--- config.mk ---
export PLATFORM = sky130hd
export DESIGN_NAME = vga_timing_gen_flat
export DESIGN_NICKNAME = d
export VERILOG_FILES = /design/src/rtl/vga_pkg.sv /design/src/rtl/vga_timing_gen_if.sv /design/src/rtl/vga_timing_gen_clk_div_strobe.sv /design/src/rtl/vga_timing_gen.sv /design/src/flat_wrapper.sv
export SDC_FILE = /design/constraint.sdc
export NUM_CORES = 1
export LEC_CHECK = 0
export BUFFER_PORTS_ARGS = -buffer_cell sky130_fd_sc_hd__buf_2
export CORE_ASPECT_RATIO = 0.75
export CORE_UTILIZATION = 45
export CTS_CLUSTER_SIZE = 10
export DETAILED_ROUTE_END_ITERATION = 8
export PLACE_DENSITY = 0.74
export SLEW_MARGIN = 20
export SYNTH_ARGS = -nofsm -noshare
export SYNTH_HDL_FRONTEND = slang
export SYNTH_SLANG_ARGS = --single-unit
--- constraint.sdc ---
create_clock -name clk -period 2.1 [get_ports clk]
set_input_delay 0.21 -clock clk [delete_from_list [all_inputs] [get_ports clk]]
set_output_delay 0.21 -clock clk [all_outputs]
set_load 0.02 [all_outputs]
--- src/rtl/vga_pkg.sv ---
// Shared raster timing constants, board geometry and the pixel bundle type.
// Consumed by the timing generator and the grid renderer.
package vga_pkg;

    localparam int COORD_W = 10;

    localparam int VGA_CLK_DIV  = 2;
    localparam int VGA_H_ACTIVE = 640;
    localparam int VGA_H_FP     = 16;
    localparam int VGA_H_SYNC   = 96;
    localparam int VGA_H_BP     = 48;
    localparam int VGA_V_ACTIVE = 480;
    localparam int VGA_V_FP     = 10;
    localparam int VGA_V_SYNC   = 2;
    localparam int VGA_V_BP     = 33;

    localparam int VGA_H_TOTAL =
        VGA_H_ACTIVE + VGA_H_FP + VGA_H_SYNC + VGA_H_BP;
    localparam int VGA_V_TOTAL =
        VGA_V_ACTIVE + VGA_V_FP + VGA_V_SYNC + VGA_V_BP;

    localparam int CELL_W = 40;
    localparam int CELL_H = 30;
    localparam int GRID_W = 16;
    localparam int GRID_H = 16;

    typedef logic [COORD_W-1:0] coord_t;

    typedef struct packed {
        logic   pix_en;
        coord_t x;
        coord_t y;
        logic   active;
        logic   hsync;
        logic   vsync;
        logic   line_start;
        logic   frame_start;
    } raster_t;

    localparam raster_t RASTER_RST = '{
        pix_en:      1'b0,
        x:           '0,
        y:           '0,
        active:      1'b0,
        hsync:       1'b1,
        vsync:       1'b1,
        line_start:  1'b0,
        frame_start: 1'b0
    };

    function automatic logic in_span(
        input coord_t c,
        input int     lo,
        input int     hi
    );
        return (int'(c) >= lo) && (int'(c) < hi);
    endfunction

endpackage

--- src/rtl/vga_timing_gen_if.sv ---
// Raster bundle from the timing generator to downstream display stages.
// frame_cnt exists only when VGA_FRAME_CNT_EN is defined.
interface vga_timing_gen_if;
    import vga_pkg::*;

    logic   pix_en;
    coord_t xPixel;
    coord_t yPixel;
    logic   active_pixels;
    logic   hsync;
    logic   vsync;
    logic   line_start;
    logic   frame_start;
`ifdef VGA_FRAME_CNT_EN
    logic [7:0] frame_cnt;
`endif

    modport master (
        output pix_en,
        output xPixel,
        output yPixel,
        output active_pixels,
        output hsync,
        output vsync,
        output line_start,
`ifdef VGA_FRAME_CNT_EN
        output frame_cnt,
`endif
        output frame_start
    );

    modport slave (
        input pix_en,
        input xPixel,
        input yPixel,
        input active_pixels,
        input hsync,
        input vsync,
        input line_start,
`ifdef VGA_FRAME_CNT_EN
        input frame_cnt,
`endif
        input frame_start
    );

endinterface

--- src/rtl/vga_timing_gen_clk_div_strobe.sv ---
// Pixel strobe divider: tick is high on the last system clock of each
// pixel period; DIV=1 yields a tick on every clock.
module clk_div_strobe #(
    parameter int DIV = 2
) (
    input  logic clk,
    input  logic rst_n,
    output logic tick
);

    localparam int CW = 5;
    localparam logic [CW-1:0] LAST = CW'(DIV - 1);

    logic [CW-1:0] div_cnt;

    always_ff @(posedge clk or negedge rst_n) begin
        if (!rst_n) begin
            div_cnt <= '0;
        end else if (div_cnt == LAST) begin
            div_cnt <= '0;
        end else begin
            div_cnt <= div_cnt + 1'b1;
        end
    end

    assign tick = (div_cnt == LAST);

endmodule

--- src/rtl/vga_timing_gen.sv ---
// 640x480 raster timing generator: pixel strobe, h/v counters, syncs.
// Optional frame counter output enabled by VGA_FRAME_CNT_EN.
module vga_timing_gen
    import vga_pkg::*;
#(
    parameter int CLK_DIV  = VGA_CLK_DIV,
    parameter int H_ACTIVE = VGA_H_ACTIVE,
    parameter int H_FP     = VGA_H_FP,
    parameter int H_SYNC   = VGA_H_SYNC,
    parameter int H_BP     = VGA_H_BP,
    parameter int V_ACTIVE = VGA_V_ACTIVE,
    parameter int V_FP     = VGA_V_FP,
    parameter int V_SYNC   = VGA_V_SYNC,
    parameter int V_BP     = VGA_V_BP
) (
    input logic              clk,
    input logic              rst_n,
    vga_timing_gen_if.master vga
);

    localparam int H_TOTAL = H_ACTIVE + H_FP + H_SYNC + H_BP;
    localparam int V_TOTAL = V_ACTIVE + V_FP + V_SYNC + V_BP;
    localparam int HS_LO   = H_ACTIVE + H_FP;
    localparam int HS_HI   = HS_LO + H_SYNC;
    localparam int VS_LO   = V_ACTIVE + V_FP;
    localparam int VS_HI   = VS_LO + V_SYNC;

    localparam coord_t H_LAST = coord_t'(H_TOTAL - 1);
    localparam coord_t V_LAST = coord_t'(V_TOTAL - 1);

    generate
        if (H_TOTAL > 1024 || V_TOTAL > 1024) begin : g_bad_total
            $error("vga_timing_gen: H_TOTAL/V_TOTAL exceed 1024");
        end
        if (CLK_DIV < 1 || CLK_DIV > 16) begin : g_bad_div
            $error("vga_timing_gen: CLK_DIV outside 1..16");
        end
    endgenerate

    logic    tick;
    logic    first_q;
    raster_t r_q;
    raster_t r_d;
    coord_t  h_nx;
    coord_t  v_nx;

    clk_div_strobe #(
        .DIV (CLK_DIV)
    ) u_div (
        .clk   (clk),
        .rst_n (rst_n),
        .tick  (tick)
    );

    // First pixel after reset is (0,0) itself, not its successor.
    always_comb begin
        h_nx = r_q.x;
        v_nx = r_q.y;
        if (first_q) begin
            h_nx = '0;
            v_nx = '0;
        end else if (r_q.x == H_LAST) begin
            h_nx = '0;
            if (r_q.y == V_LAST) begin
                v_nx = '0;
            end else begin
                v_nx = r_q.y + 1'b1;
            end
        end else begin
            h_nx = r_q.x + 1'b1;
        end
    end

    always_comb begin
        r_d        = r_q;
        r_d.pix_en = tick;
        if (tick) begin
            r_d.x           = h_nx;
            r_d.y           = v_nx;
            r_d.active      = in_span(h_nx, 0, H_ACTIVE)
                            && in_span(v_nx, 0, V_ACTIVE);
            r_d.hsync       = !in_span(h_nx, HS_LO, HS_HI);
            r_d.vsync       = !in_span(v_nx, VS_LO, VS_HI);
            r_d.line_start  = (h_nx == '0);
            r_d.frame_start = (h_nx == '0) && (v_nx == '0);
        end
    end

    always_ff @(posedge clk or negedge rst_n) begin
        if (!rst_n) begin
            r_q     <= RASTER_RST;
            first_q <= 1'b1;
        end else begin
            r_q <= r_d;
            if (tick) begin
                first_q <= 1'b0;
            end
        end
    end

`ifdef VGA_FRAME_CNT_EN
    logic [7:0] frame_cnt_q;

    always_ff @(posedge clk or negedge rst_n) begin
        if (!rst_n) begin
            frame_cnt_q <= '0;
        end else if (tick && r_d.frame_start && !first_q) begin
            frame_cnt_q <= frame_cnt_q + 1'b1;
        end
    end

    assign vga.frame_cnt = frame_cnt_q;
`endif

    assign vga.pix_en        = r_q.pix_en;
    assign vga.xPixel        = r_q.x;
    assign vga.yPixel        = r_q.y;
    assign vga.active_pixels = r_q.active;
    assign vga.hsync         = r_q.hsync;
    assign vga.vsync         = r_q.vsync;
    assign vga.line_start    = r_q.line_start;
    assign vga.frame_start   = r_q.frame_start;

endmodule

--- src/flat_wrapper.sv ---
// flat-port wrapper written by rule: the top's interface ports become plain ports
module vga_timing_gen_flat import vga_pkg::*;
#(
    parameter int CLK_DIV  = VGA_CLK_DIV,
    parameter int H_ACTIVE = VGA_H_ACTIVE,
    parameter int H_FP     = VGA_H_FP,
    parameter int H_SYNC   = VGA_H_SYNC,
    parameter int H_BP     = VGA_H_BP,
    parameter int V_ACTIVE = VGA_V_ACTIVE,
    parameter int V_FP     = VGA_V_FP,
    parameter int V_SYNC   = VGA_V_SYNC,
    parameter int V_BP     = VGA_V_BP
)
  (clk, rst_n, vga_pix_en, vga_xPixel, vga_yPixel, vga_active_pixels, vga_hsync, vga_vsync, vga_line_start, vga_frame_start);
  vga_timing_gen_if vga_i ();
  input logic clk;
  input logic rst_n;
  output wire logic [$bits(vga_i.pix_en)-1:0] vga_pix_en;
  output wire logic [$bits(vga_i.xPixel)-1:0] vga_xPixel;
  output wire logic [$bits(vga_i.yPixel)-1:0] vga_yPixel;
  output wire logic [$bits(vga_i.active_pixels)-1:0] vga_active_pixels;
  output wire logic [$bits(vga_i.hsync)-1:0] vga_hsync;
  output wire logic [$bits(vga_i.vsync)-1:0] vga_vsync;
  output wire logic [$bits(vga_i.line_start)-1:0] vga_line_start;
  output wire logic [$bits(vga_i.frame_start)-1:0] vga_frame_start;
  assign vga_pix_en = vga_i.pix_en;
  assign vga_xPixel = vga_i.xPixel;
  assign vga_yPixel = vga_i.yPixel;
  assign vga_active_pixels = vga_i.active_pixels;
  assign vga_hsync = vga_i.hsync;
  assign vga_vsync = vga_i.vsync;
  assign vga_line_start = vga_i.line_start;
  assign vga_frame_start = vga_i.frame_start;
  vga_timing_gen #(.CLK_DIV(CLK_DIV), .H_ACTIVE(H_ACTIVE), .H_FP(H_FP), .H_SYNC(H_SYNC), .H_BP(H_BP), .V_ACTIVE(V_ACTIVE), .V_FP(V_FP), .V_SYNC(V_SYNC), .V_BP(V_BP)) u_core (.clk(clk), .rst_n(rst_n), .vga(vga_i));
endmodule
==> reports/metrics.csv, run 1 <==
metric,value,unit
largest net degree at the start of global routing,33,
Register Area,811,µm²
initial antenna violation count,0,
"Worst Path Class, Setup",reg -> reg,
crit end category,register,
Tightest Pin Transition,0.710,ns
CP bufs+invs,1,
crit start category,register,
Synth Warn #,0,
DR DRC count,0,
Slew headroom,0.527,
std cell rows,21,
H-tree Lvls,2,
failing checks,negative setup slack,
worst setup path start,u_core.vga.xPixel[1],
"count leader, synth",nand2_1,
post-DP HPWL,4560,µm
die area,5170,µm²
Worst EP arrival,2.41,ns
final hold viol count,0,
sequential fraction of the synthesis area,0.366,
clk slew on worst S/H paths,0.07,ns
Final setup viols,3,
# IOs,28,
clock power share,0.478,
Placed Area,2640,µm²
clk_lat worst skew,0.28,ns
Synth cell types,54,
Longest Clk Path Bufs,2,
Layout Skew,0.00541,ns
Mapped Nets,274,
fmax,457,MHz
first-pass GRT wire length,10500,µm
"Async S/R FF share, synth",1.00,
"FF+latch count, synth",32,
Die X,82.7,µm
WHS Endpoint,u_core.u_div.div_cnt[4],
Slew Limit Fails,0,
switching share of power,0.197,
share of layout cells above drive strength 1,0.352,
filler instances,384,
switching power total,238,µW
Post-Syn Instances,267,
Routed WL per cell,16.8,µm
slowest cell on the critical path,nor4_2,
Synth area leader,dfrtp_1,
DR iter-0 viols,367,
Multi-input gate area,1390,µm²
"Area growth, synth to finish",30.0,%
"Largest stage delay, worst path",0.41,ns
post-route ant nets,0,
core area,4570,µm²
Worst Path Required,2.32,ns
total of max-cap violations,0,
Post-Layout Inst Area,2860,µm²
post-DR vias/cell,6.09,
GPL Wtd Cong,0.919,
Setup WS pre-CTS,-0.00553,ns
Final period util,1.04,
Min-Delay Path Class,reg -> reg,
share of the synthesized area in the top cell type,0.330,
total power,1210,µW
clock sink count,32,
setup ws final,-0.0871,ns
Root Driver,clkbuf_8,
Reg2Reg Depth,8,
worst-path maximum fanout,5,
peak supply drop,398,µV
critical-path cell list,"ha_4, and3_4, nand3_4, nor4_2, xor2_1, buf_4, nor2b_1, mux2_2",
number of global-route vias before repair,2148,
setup tns final,-0.179,ns
grt ovf,0,
total routed wirelength,6360,µm
main flop type after synthesis,dfrtp_1,
status,"finished, violations left",
routed vias,2302,
RSZ-0062 raised after global routing,yes,
hold depth,1,
RR Startpoint,u_core.vga.xPixel[1],
Num CTS Buffers,5,
final antenna diode count,0,
GRT Resource Usage Total,0.266,
Logic pwr share,0.011,
initial core utilization,0.481,
min-delay src,u_core.u_div.div_cnt[4],
Port Buf Inserts,27,
Internal Pwr Total,970,µW
"EDFF count, synth",0,
synthesized area per cell,8.24,µm²
top post-synthesis cells by count,"nand2_1 (38), dfrtp_1 (29), nor2_1 (23)",
"Cell Area, Synth",2200,µm²
part of the power in registers,0.510,
Fin Hold WS,0.464,ns
Leakage,0.00122,µW
CTS tree,done,
synth top area cells,"dfrtp_1 (33%), nand2_1 (6.5%), o21ai_0 (5.0%)",
Nets,327,
worst reg2reg setup slack,-0.09,ns
crit-path leading delay family,simple AND/OR/NAND/NOR gates,
Pre-Repair DR Iteration Count,4,
r2r endpoint,u_core.vga.yPixel[9],
Die Y,62.6,µm
clock period minus worst slack,2.19,ns
Cell Pwr Density,422,nW/µm²
cell usage in the layout, fill, tap and decap left out, types with 5 or more instances in the layout:
master | netlist | layout
nor2_1 | 23 | 22
nor2b_1 | 5 | 5
clkbuf_8 | 0 | 5
nor4_2 | 1 | 5
o21ai_0 | 22 | 21
nand3_1 | 9 | 9
xnor2_1 | 10 | 10
o31ai_1 | 10 | 10
dfrtp_1 | 29 | 24
buf_2 | 5 | 27
buf_4 | 2 | 42
dfrtp_2 | 0 | 5
nand2_1 | 38 | 38
a21oi_1 | 12 | 12
nand4_1 | 6 | 6
area by class of cell:
| class | instances | share of cell area |
|---|---|---|
| clock buffers | 6 | 0.0254 |
| inverters | 4 | 0.00656 |
| flip-flops and latches | 32 | 0.283 |
| well taps | 57 | 0.0249 |
| repair buffers | 70 | 0.161 |
| clock inverters | 2 | 0.0122 |
| multi-input cells | 207 | 0.486 |
what timing repair did:
item                                   4_1_cts  5_1_grt
hold buffers                                 1        0
gates resized for setup                      1       16
buffers inserted                             1        2
endpoints found under the hold margin        3        0
pin swaps                                    1        8
setup endpoints to repair                    2       14
worst register-to-register path: cells and delay by family, from the launching register on:
kind          cells  cell delay, ns
simple gates      4            0.95
flops             1            0.39
xor+xnor          1            0.29
mux               1            0.19
buf+inv           1            0.18
fa+ha+maj         1            0.14
metrics by stage:
stage,util,cells
detailed placement,0.578,366
CTS,0.607,376
global placement,0.578,366
global route,0.626,378
floorplan,-,267
finish,0.626,378
cell families after synthesis:
logic type	share of synthesized area
adders and majority gates	0.0284
xor gates and xnor gates	0.0478
and+or+nand+nor	0.265
buffers and inverters	0.0574
AOI/OAI and AO/OA	0.222
DFF	0.366
muxes	0.0142
worst max path at each step:
stage,to,slack [ns],cells past startpoint
2_1_floorplan,u_core.vga.frame_start,-0.03,9
3_3_place_gp,u_core.vga.frame_start,0.03,8
3_5_place_dp,u_core.vga.frame_start,-0.006,8
4_1_cts,u_core.vga.active_pixels,-0.01,7
5_1_grt,u_core.vga.active_pixels,-0.13,8
6_report,u_core.vga.yPixel[9],-0.09,8
power groups by stage:
stage / logic, µW / registers (µW) / clock network [µW]
2_1_floorplan: 0.000451 / 628 / 0
5_1_grt: 16.4 / 616 / 616
6_report: 13.5 / 617 / 578
3_5_place_dp: 13.3 / 628 / 0
4_1_cts: 14.7 / 616 / 585
3_3_place_gp: 13.2 / 628 / 0
routing by layer:
metal | wire length [µm] | GRT usage
met3 | 597 | 0.0584
met5 | 0 | 0
met2 | 2660 | 0.367
met1 | 3010 | 0.413
met4 | 87 | 0.0711
(Power assumes the default switching activity.)
==> run 2: changes to the inputs <==
--- a/config.mk
+++ b/config.mk
@@ -7,10 +7,11 @@
 export LEC_CHECK = 0
 export BUFFER_PORTS_ARGS = -buffer_cell sky130_fd_sc_hd__buf_2
 export CORE_ASPECT_RATIO = 0.75
+export CORE_MARGIN = 2
 export CORE_UTILIZATION = 45
 export CTS_CLUSTER_SIZE = 10
 export DETAILED_ROUTE_END_ITERATION = 8
-export PLACE_DENSITY = 0.74
+export PLACE_DENSITY = 0.78
 export SLEW_MARGIN = 20
 export SYNTH_ARGS = -nofsm -noshare
 export SYNTH_HDL_FRONTEND = slang
==> run 2 against run 1 <==
Net effect: clock power increased by 2%; clock skew increased by 0.0014 ns; global-route usage decreased by 2.3 points; cell area about the same; combinational power decreased by 9%; register-to-register slack improved by 0.02 ns; highest routed layer unchanged; the flow finishes with violations (negative hold slack, negative setup slack).
==> reports/metrics.csv, run 2 (synthesized netlist as in run 1, its figures left out) <==
metric,value,unit,change
peak supply drop,326,µV,-18%
CP bufs+invs,0,,-1
Slew Limit Fails,0,,unchanged
Worst EP arrival,2.34,ns,-0.07 ns
crit-path leading delay family,simple AND/OR/NAND/NOR gates,,
switching share of power,0.205,,+0.00836
Nets,330,,+0.92%
Final setup viols,1,,-2
Finished Layout Cells,381,,+0.79%
"Worst Path Class, Setup",reg -> reg,,
failing checks,"negative hold slack, negative setup slack",,
critical-path cell list,"ha_4, and3_4, nand3_4, or4_1, a21o_1, nor4_2, o41ai_2",,
part of the power in registers,0.506,,-0.004
status,"finished, violations left",,
largest net degree at the start of global routing,33,,unchanged
Tightest Pin Transition,0.720,ns,+0.00944 ns
core area,4570,µm²,unchanged
final antenna diode count,0,,unchanged
switching power total,250,µW,+5.2%
total of max-cap violations,0,,unchanged
GRT Resource Usage Total,0.243,,-0.0232
"leading cell type in the layout, fill and taps excluded",buf_4,,
initial core utilization,0.481,,unchanged
routed vias,2306,,+0.17%
total routed wirelength,6380,µm,+0.30%
Routed WL per cell,16.7,µm,-0.49%
clock power share,0.484,,+0.006
crit start category,register,,
worst-path maximum fanout,5,,unchanged
Num CTS Buffers,5,,unchanged
post-DR vias/cell,6.05,,-0.62%
clk slew on worst S/H paths,0.07,ns,about the same
"commonest non-fill, non-tap cells in the layout","buf_4 (45), nand2_1 (38), buf_2 (27)",,
clock sink count,32,,unchanged
first-pass GRT wire length,10500,µm,-0.85%
Final period util,1.03,,-0.0118
"Area growth, synth to finish",30.1,%,about the same
# IOs,28,,unchanged
number of global-route vias before repair,2047,,-4.7%
"Largest stage delay, worst path",0.50,ns,+0.09 ns
crit end category,register,,
grt ovf,0,,unchanged
Min-Delay Path Class,in -> async,,
final hold viol count,29,,+29
total power,1220,µW,+0.93%
post-route ant nets,0,,unchanged
DR DRC count,0,,unchanged
std cell rows,21,,unchanged
fmax,462,MHz,+1.2%
Longest Clk Path Bufs,2,,unchanged
Inst Count DP,368,,+0.55%
Pre-Repair DR Iteration Count,6,,+2
Root Driver,clkbuf_8,,
Slew headroom,0.520,,-0.00629
setup ws final,-0.0623,ns,+0.0249 ns
Cell Pwr Density,426,nW/µm²,+0.88%
Die X,84.7,µm,+2.4%
Logic pwr share,0.010,,about the same
Die Y,64.6,µm,+3.2%
post-DP HPWL,4610,µm,+1.1%
CTS tree,done,,
DR iter-0 viols,286,,-22%
Worst Path Required,2.27,ns,-0.05 ns
slowest cell on the critical path,or4_1,,
clk_lat worst skew,0.29,ns,about the same
RSZ-0062 raised after global routing,yes,,
Fin Hold WS,-0.0336,ns,-0.498 ns
Internal Pwr Total,969,µW,-0.12%
H-tree Lvls,2,,unchanged
share of layout cells above drive strength 1,0.349,,-0.00326
Layout Skew,0.00680,ns,+0.00139 ns
initial antenna violation count,0,,unchanged
clock period minus worst slack,2.16,ns,-0.0249 ns
"Core Util, Final",0.626,,about the same
Leakage,0.00123,µW,+1.3%
GPL Wtd Cong,0.937,,+2.0%
Port Buf Inserts,27,,unchanged
die area,5470,µm²,+5.7%
-- run 2: cell count changes in the layout (fill, tap and decap cells not counted), sizes merged --
cell	delta
clkinvlp	-1
buf	+4
dlygate4sd3	-1
inv	+1
-- run 2: layout make-up --
type | instances | area, µm²
fill | 370 | 1710
inverter | 4 | 15.0
sequential | 32 | 811
clock buffer | 6 | 72.6
clock inverter | 2 | 35.0
tap | 57 | 71.3
multi-input combinational | 207 | 1370
timing repair buffer | 73 | 484
-- run 2: per-stage QoR --
stage	setup TNS, ns	instance area (µm²)	setup WS, ns
global route	-0.231	2860	-0.129
CTS	0	2790	0.0113
finish	-0.0623	2860	-0.0623
detailed placement	-0.0418	2660	-0.0297
floorplan	-0.0658	2270	-0.0348
global placement	-0.0296	2660	-0.0296
-- run 2: final timing paths --
kind,startpoint,to,slack [ns],cells after the start
setup / recovery,u_core.vga.xPixel[1],u_core.vga.active_pixels,-0.06,7
hold / removal,rst_n,u_core.vga.yPixel[2],-0.03,1
setup reg to reg,u_core.vga.xPixel[1],u_core.vga.active_pixels,-0.06,7
hold reg to reg,u_core.u_div.div_cnt[4],u_core.u_div.div_cnt[4],0.48,1
max in group asynchronous,rst_n,u_core.vga.xPixel[7],1.62,1
min in group clk,u_core.u_div.div_cnt[4],u_core.u_div.div_cnt[4],0.48,1
-- run 2: repair_timing --
| item | in CTS | in global routing |
|---|---|---|
| hold buffers | 0 | 0 |
| pin swaps | 3 | 10 |
| buffers inserted | 0 | 5 |
| endpoints found under the setup margin | 6 | 14 |
| gates resized for setup | 4 | 9 |
-- run 2: power by group through the flow --
stage / logic [µW] / registers (µW) / clock network, µW
after floorplan: 0.000451 / 628 / 0
after global placement: 13.7 / 628 / 0
after detailed placement: 13.6 / 628 / 0
after CTS: 13.7 / 616 / 595
after global routing: 15.1 / 616 / 621
final: 12.3 / 616 / 590
-- run 2: metal layers --
layer | track usage | share of wire | vias to the layer above
li1 | - | - | 1081
met1 | 0.363 | 0.46 | 1076
met2 | 0.340 | 0.41 | 132
met3 | 0.0637 | 0.11 | 17
met4 | 0.0794 | 0.015 | 0
met5 | 0 | 0 | -
==> run 3: changes to the inputs <==
--- a/config.mk
+++ b/config.mk
@@ -5,7 +5,9 @@
 export SDC_FILE = /design/constraint.sdc
 export NUM_CORES = 1
 export LEC_CHECK = 0
+export ABC_AREA = 1
 export BUFFER_PORTS_ARGS = -buffer_cell sky130_fd_sc_hd__buf_2
+export CAP_MARGIN = 10
 export CORE_ASPECT_RATIO = 0.75
 export CORE_MARGIN = 2
 export CORE_UTILIZATION = 45
==> run 3 against run 2 <==
Net effect: the flow now finishes without violations; non-clock buffer count down 40; synthesized cell count up 16%; cell area fell by 11%; global-route usage decreased by 3.7 points; die area increased by 0.27%; worst hold slack better by 0.51 ns; critical path depth is the same; core utilization fell by 9.7 points; area after synthesis rose by 0.28%; critical path type unchanged; largest cell class unchanged.
==> reports/metrics.csv, run 3 <==
metric,value,unit,change
status,completed,,
clock sink count,32,,unchanged
std cell rows,22,,+4.8%
Num CTS Buffers,5,,unchanged
"Area growth, synth to finish",15.5,%,
Synth Area in Adders,0.0284,,-0.0000807
"Async S/R FF share, synth",1.00,,unchanged
initial antenna violation count,0,,unchanged
Worst EP arrival,2.08,ns,-0.26 ns
die area,5480,µm²,+0.27%
clock period minus worst slack,1.89,ns,-0.277 ns
"Worst Path Class, Setup",reg -> reg,,
total of max-cap violations,0,,unchanged
Synth Area in Compound Gates,0.0613,,-0.161
final antenna diode count,0,,unchanged
routed vias,2100,,-8.9%
GRT Resource Usage Total,0.207,,-0.0366
synth top area cells,"dfrtp_1 (33%), nand2_1 (17%), nand3_1 (6.6%)",,
Mapped Nets,317,,+16%
min-delay src,u_core.vga.hsync,,
Placed Area,2390,µm²,-10%
switching share of power,0.194,,-0.0112
fmax,530,MHz,+15%
hold depth,2,,
post-DR vias/cell,5.22,,-14%
setup tns final,0,ns,+0.0623 ns
DR iter-0 viols,229,,-20%
Synth cell types,33,,-39%
WHS Endpoint,u_core.vga.hsync,,
share of the synthesized area in the top cell type,0.329,,-0.000936
Synth area leader,dfrtp_1,,
DR DRC count,0,,unchanged
post-route ant nets,0,,unchanged
Slew Limit Fails,0,,unchanged
crit-path leading delay family,buffers and inverters,,
largest family of logic cells by synthesized area,simple AND/OR/NAND/NOR gates,,
post-DP HPWL,3850,µm,-16%
Simple-Gate Fraction of Synth Area,0.452,,+0.187
initial core utilization,0.458,,-0.0232
Final setup viols,0,,-1
Logic pwr share,0.011,,about the same
main flop type after synthesis,dfrtp_1,,
# IOs,28,,unchanged
H-tree Lvls,2,,unchanged
Post-Layout Inst Area,2550,µm²,-11%
"Largest stage delay, worst path",0.59,ns,+0.09 ns
grt ovf,0,,unchanged
Die X,84.8,µm,+0.14%
slowest cell on the critical path,inv_1,,
worst reg2reg setup slack,0.21,ns,+0.28 ns
peak supply drop,288,µV,-11%
Worst Path Required,2.29,ns,+0.02 ns
Slew headroom,0.465,,-0.0551
synthesized area per cell,7.12,µm²,-14%
Nets,348,,+5.5%
r2r endpoint,u_core.vga.line_start,,
RR Startpoint,u_core.u_div.div_cnt[0],,
Synth Area in XOR/XNOR,0.0159,,-0.0319
part of the power in registers,0.479,,-0.027
Post-Syn Instances,310,,+16%
Cell Pwr Density,505,nW/µm²,+19%
Routed WL per cell,12.8,µm,-24%
switching power total,249,µW,-0.24%
final hold viol count,0,,-100%
core area,4820,µm²,+5.4%
Min-Delay Path Class,reg -> reg,,
"commonest non-fill, non-tap cells in the layout","nand2_1 (102), nor2_1 (33), nand3_1 (29)",,
"FF+latch count, synth",32,,unchanged
CTS tree,done,,
"Cell Area, Synth",2210,µm²,+0.28%
filler instances,460,,+24%
Reg2Reg Depth,7,,unchanged
Internal Pwr Total,1040,µW,+7.0%
GPL Wtd Cong,0.947,,+1.1%
critical-path cell list,"ha_1, nand2_1, nor3_1, inv_1, buf_4, nand2_1, o31ai_2",,
worst-path maximum fanout,26,,+21
clk_lat worst skew,0.29,ns,about the same
Finished Layout Cells,402,,+5.5%
Synth Warn #,0,,unchanged
cell mode on critical path,nand2_1,,
setup ws final,0.215,ns,+0.277 ns
Root Driver,clkbuf_8,,
Layout Skew,0.00805,ns,+0.00125 ns
number of global-route vias before repair,1924,,-6.0%
Pre-Repair DR Iteration Count,5,,-1
clock power share,0.510,,+0.026
crit end category,register,,
Setup WS pre-CTS,0.179,ns,+0.209 ns
total routed wirelength,5140,µm,-19%
"count leader, synth",nand2_1,,
total power,1290,µW,+5.5%
first-pass GRT wire length,8960,µm,-14%
crit start category,register,,
Final period util,0.898,,-0.132
largest net degree at the start of global routing,33,,unchanged
top post-synthesis cells by count,"nand2_1 (102), nor2_1 (34), dfrtp_1 (29), nand3_1 (29), inv_1 (26)",,
sequential fraction of the synthesis area,0.365,,-0.00104
share of layout cells above drive strength 1,0.234,,-0.115
Leakage,0.00127,µW,+2.9%
mux cell area share after synthesis,0,,-0.0142
"EDFF count, synth",0,,unchanged
Longest Clk Path Bufs,2,,unchanged
Port Buf Inserts,27,,unchanged
"leading cell type in the layout, fill and taps excluded",nand2_1,,
RSZ-0062 raised after global routing,no,,
CP bufs+invs,2,,+2
clk slew on worst S/H paths,0.07,ns,about the same
Inst Count DP,391,,+6.3%
Tightest Pin Transition,0.801,ns,+0.0818 ns
Die Y,64.6,µm,+0.13%
==> run 3: final cells by class <==
| type | instances | area [µm²] | share of cell area |
|---|---|---|---|
| clock buffers | 7 | 96.3 | 0.0378 |
| clock inverters | 1 | 30.0 | 0.0118 |
| inverters | 31 | 121 | 0.0476 |
| multi-input cells | 238 | 1240 | 0.485 |
| flip-flops and latches | 32 | 806 | 0.316 |
| well taps | 60 | 75.1 | 0.0295 |
| repair buffers | 33 | 183 | 0.0717 |
==> run 3: routing by layer <==
layer | up-vias | global-route usage | wire (µm)
met2 | 87 | 0.292 | 2160
met4 | 0 | 0.0714 | 42
met1 | 956 | 0.306 | 2540
met5 | - | 0 | 0
met3 | 7 | 0.0510 | 396
li1 | 1050 | - | -
==> run 3: worst reg2reg max path, stage by stage, from the launching register on <==
cell	delay, ns
dfrtp_1	0.41
ha_1	0.21
nand2_1	0.06
nor3_1	0.05
inv_1	0.59
buf_4	0.33
nand2_1	0.09
o31ai_2	0.06
==> run 3: worst max path at each step <==
stage	start	slack, ns	end	cells past startpoint
floorplan	u_core.vga.xPixel[1]	0.34	u_core.vga.active_pixels	10
global placement	u_core.vga.yPixel[0]	0.18	u_core.vga.active_pixels	12
detailed placement	u_core.vga.xPixel[0]	0.18	u_core.vga.active_pixels	10
CTS	u_core.vga.yPixel[0]	0.17	u_core.vga.active_pixels	12
global route	u_core.vga.xPixel[0]	0.02	u_core.vga.frame_start	13
finish	u_core.u_div.div_cnt[0]	0.21	u_core.vga.line_start	7
==> run 3: repair_timing <==
| item | CTS | global route |
|---|---|---|
| buffers inserted | 0 | 2 |
| gates resized for setup | 0 | 4 |
| hold endpoints to repair | 29 | 0 |
| hold buffers | 1 | 0 |
| setup endpoints to repair | 0 | 3 |
==> run 3: power by group through the flow <==
stage	registers (µW)	clock network, µW	logic [µW]
floorplan	628	0	0.000663
global placement	628	0	13.1
detailed placement	628	0	13.2
CTS	616	665	14.6
global route	616	697	16.6
finish	617	656	13.6
==> run 3: per-stage QoR <==
step / utilization / hold WS (ns)
finish: 0.529 / 0.475
global route: 0.529 / 0.494
CTS: 0.524 / 0.478
detailed placement: 0.496 / 0.302
global placement: 0.496 / 0.298
floorplan: - / -0.0856
==> run 3: cells by family after synthesis <==
kind of cell             count (synthesis)
XOR/XNOR                                 4
AO/OA/AOI/OAI                           25
adder cells (fa/ha/maj)                  5
AND/OR/NAND/NOR                        204
flip-flops                              32
buffers and inverters                   40
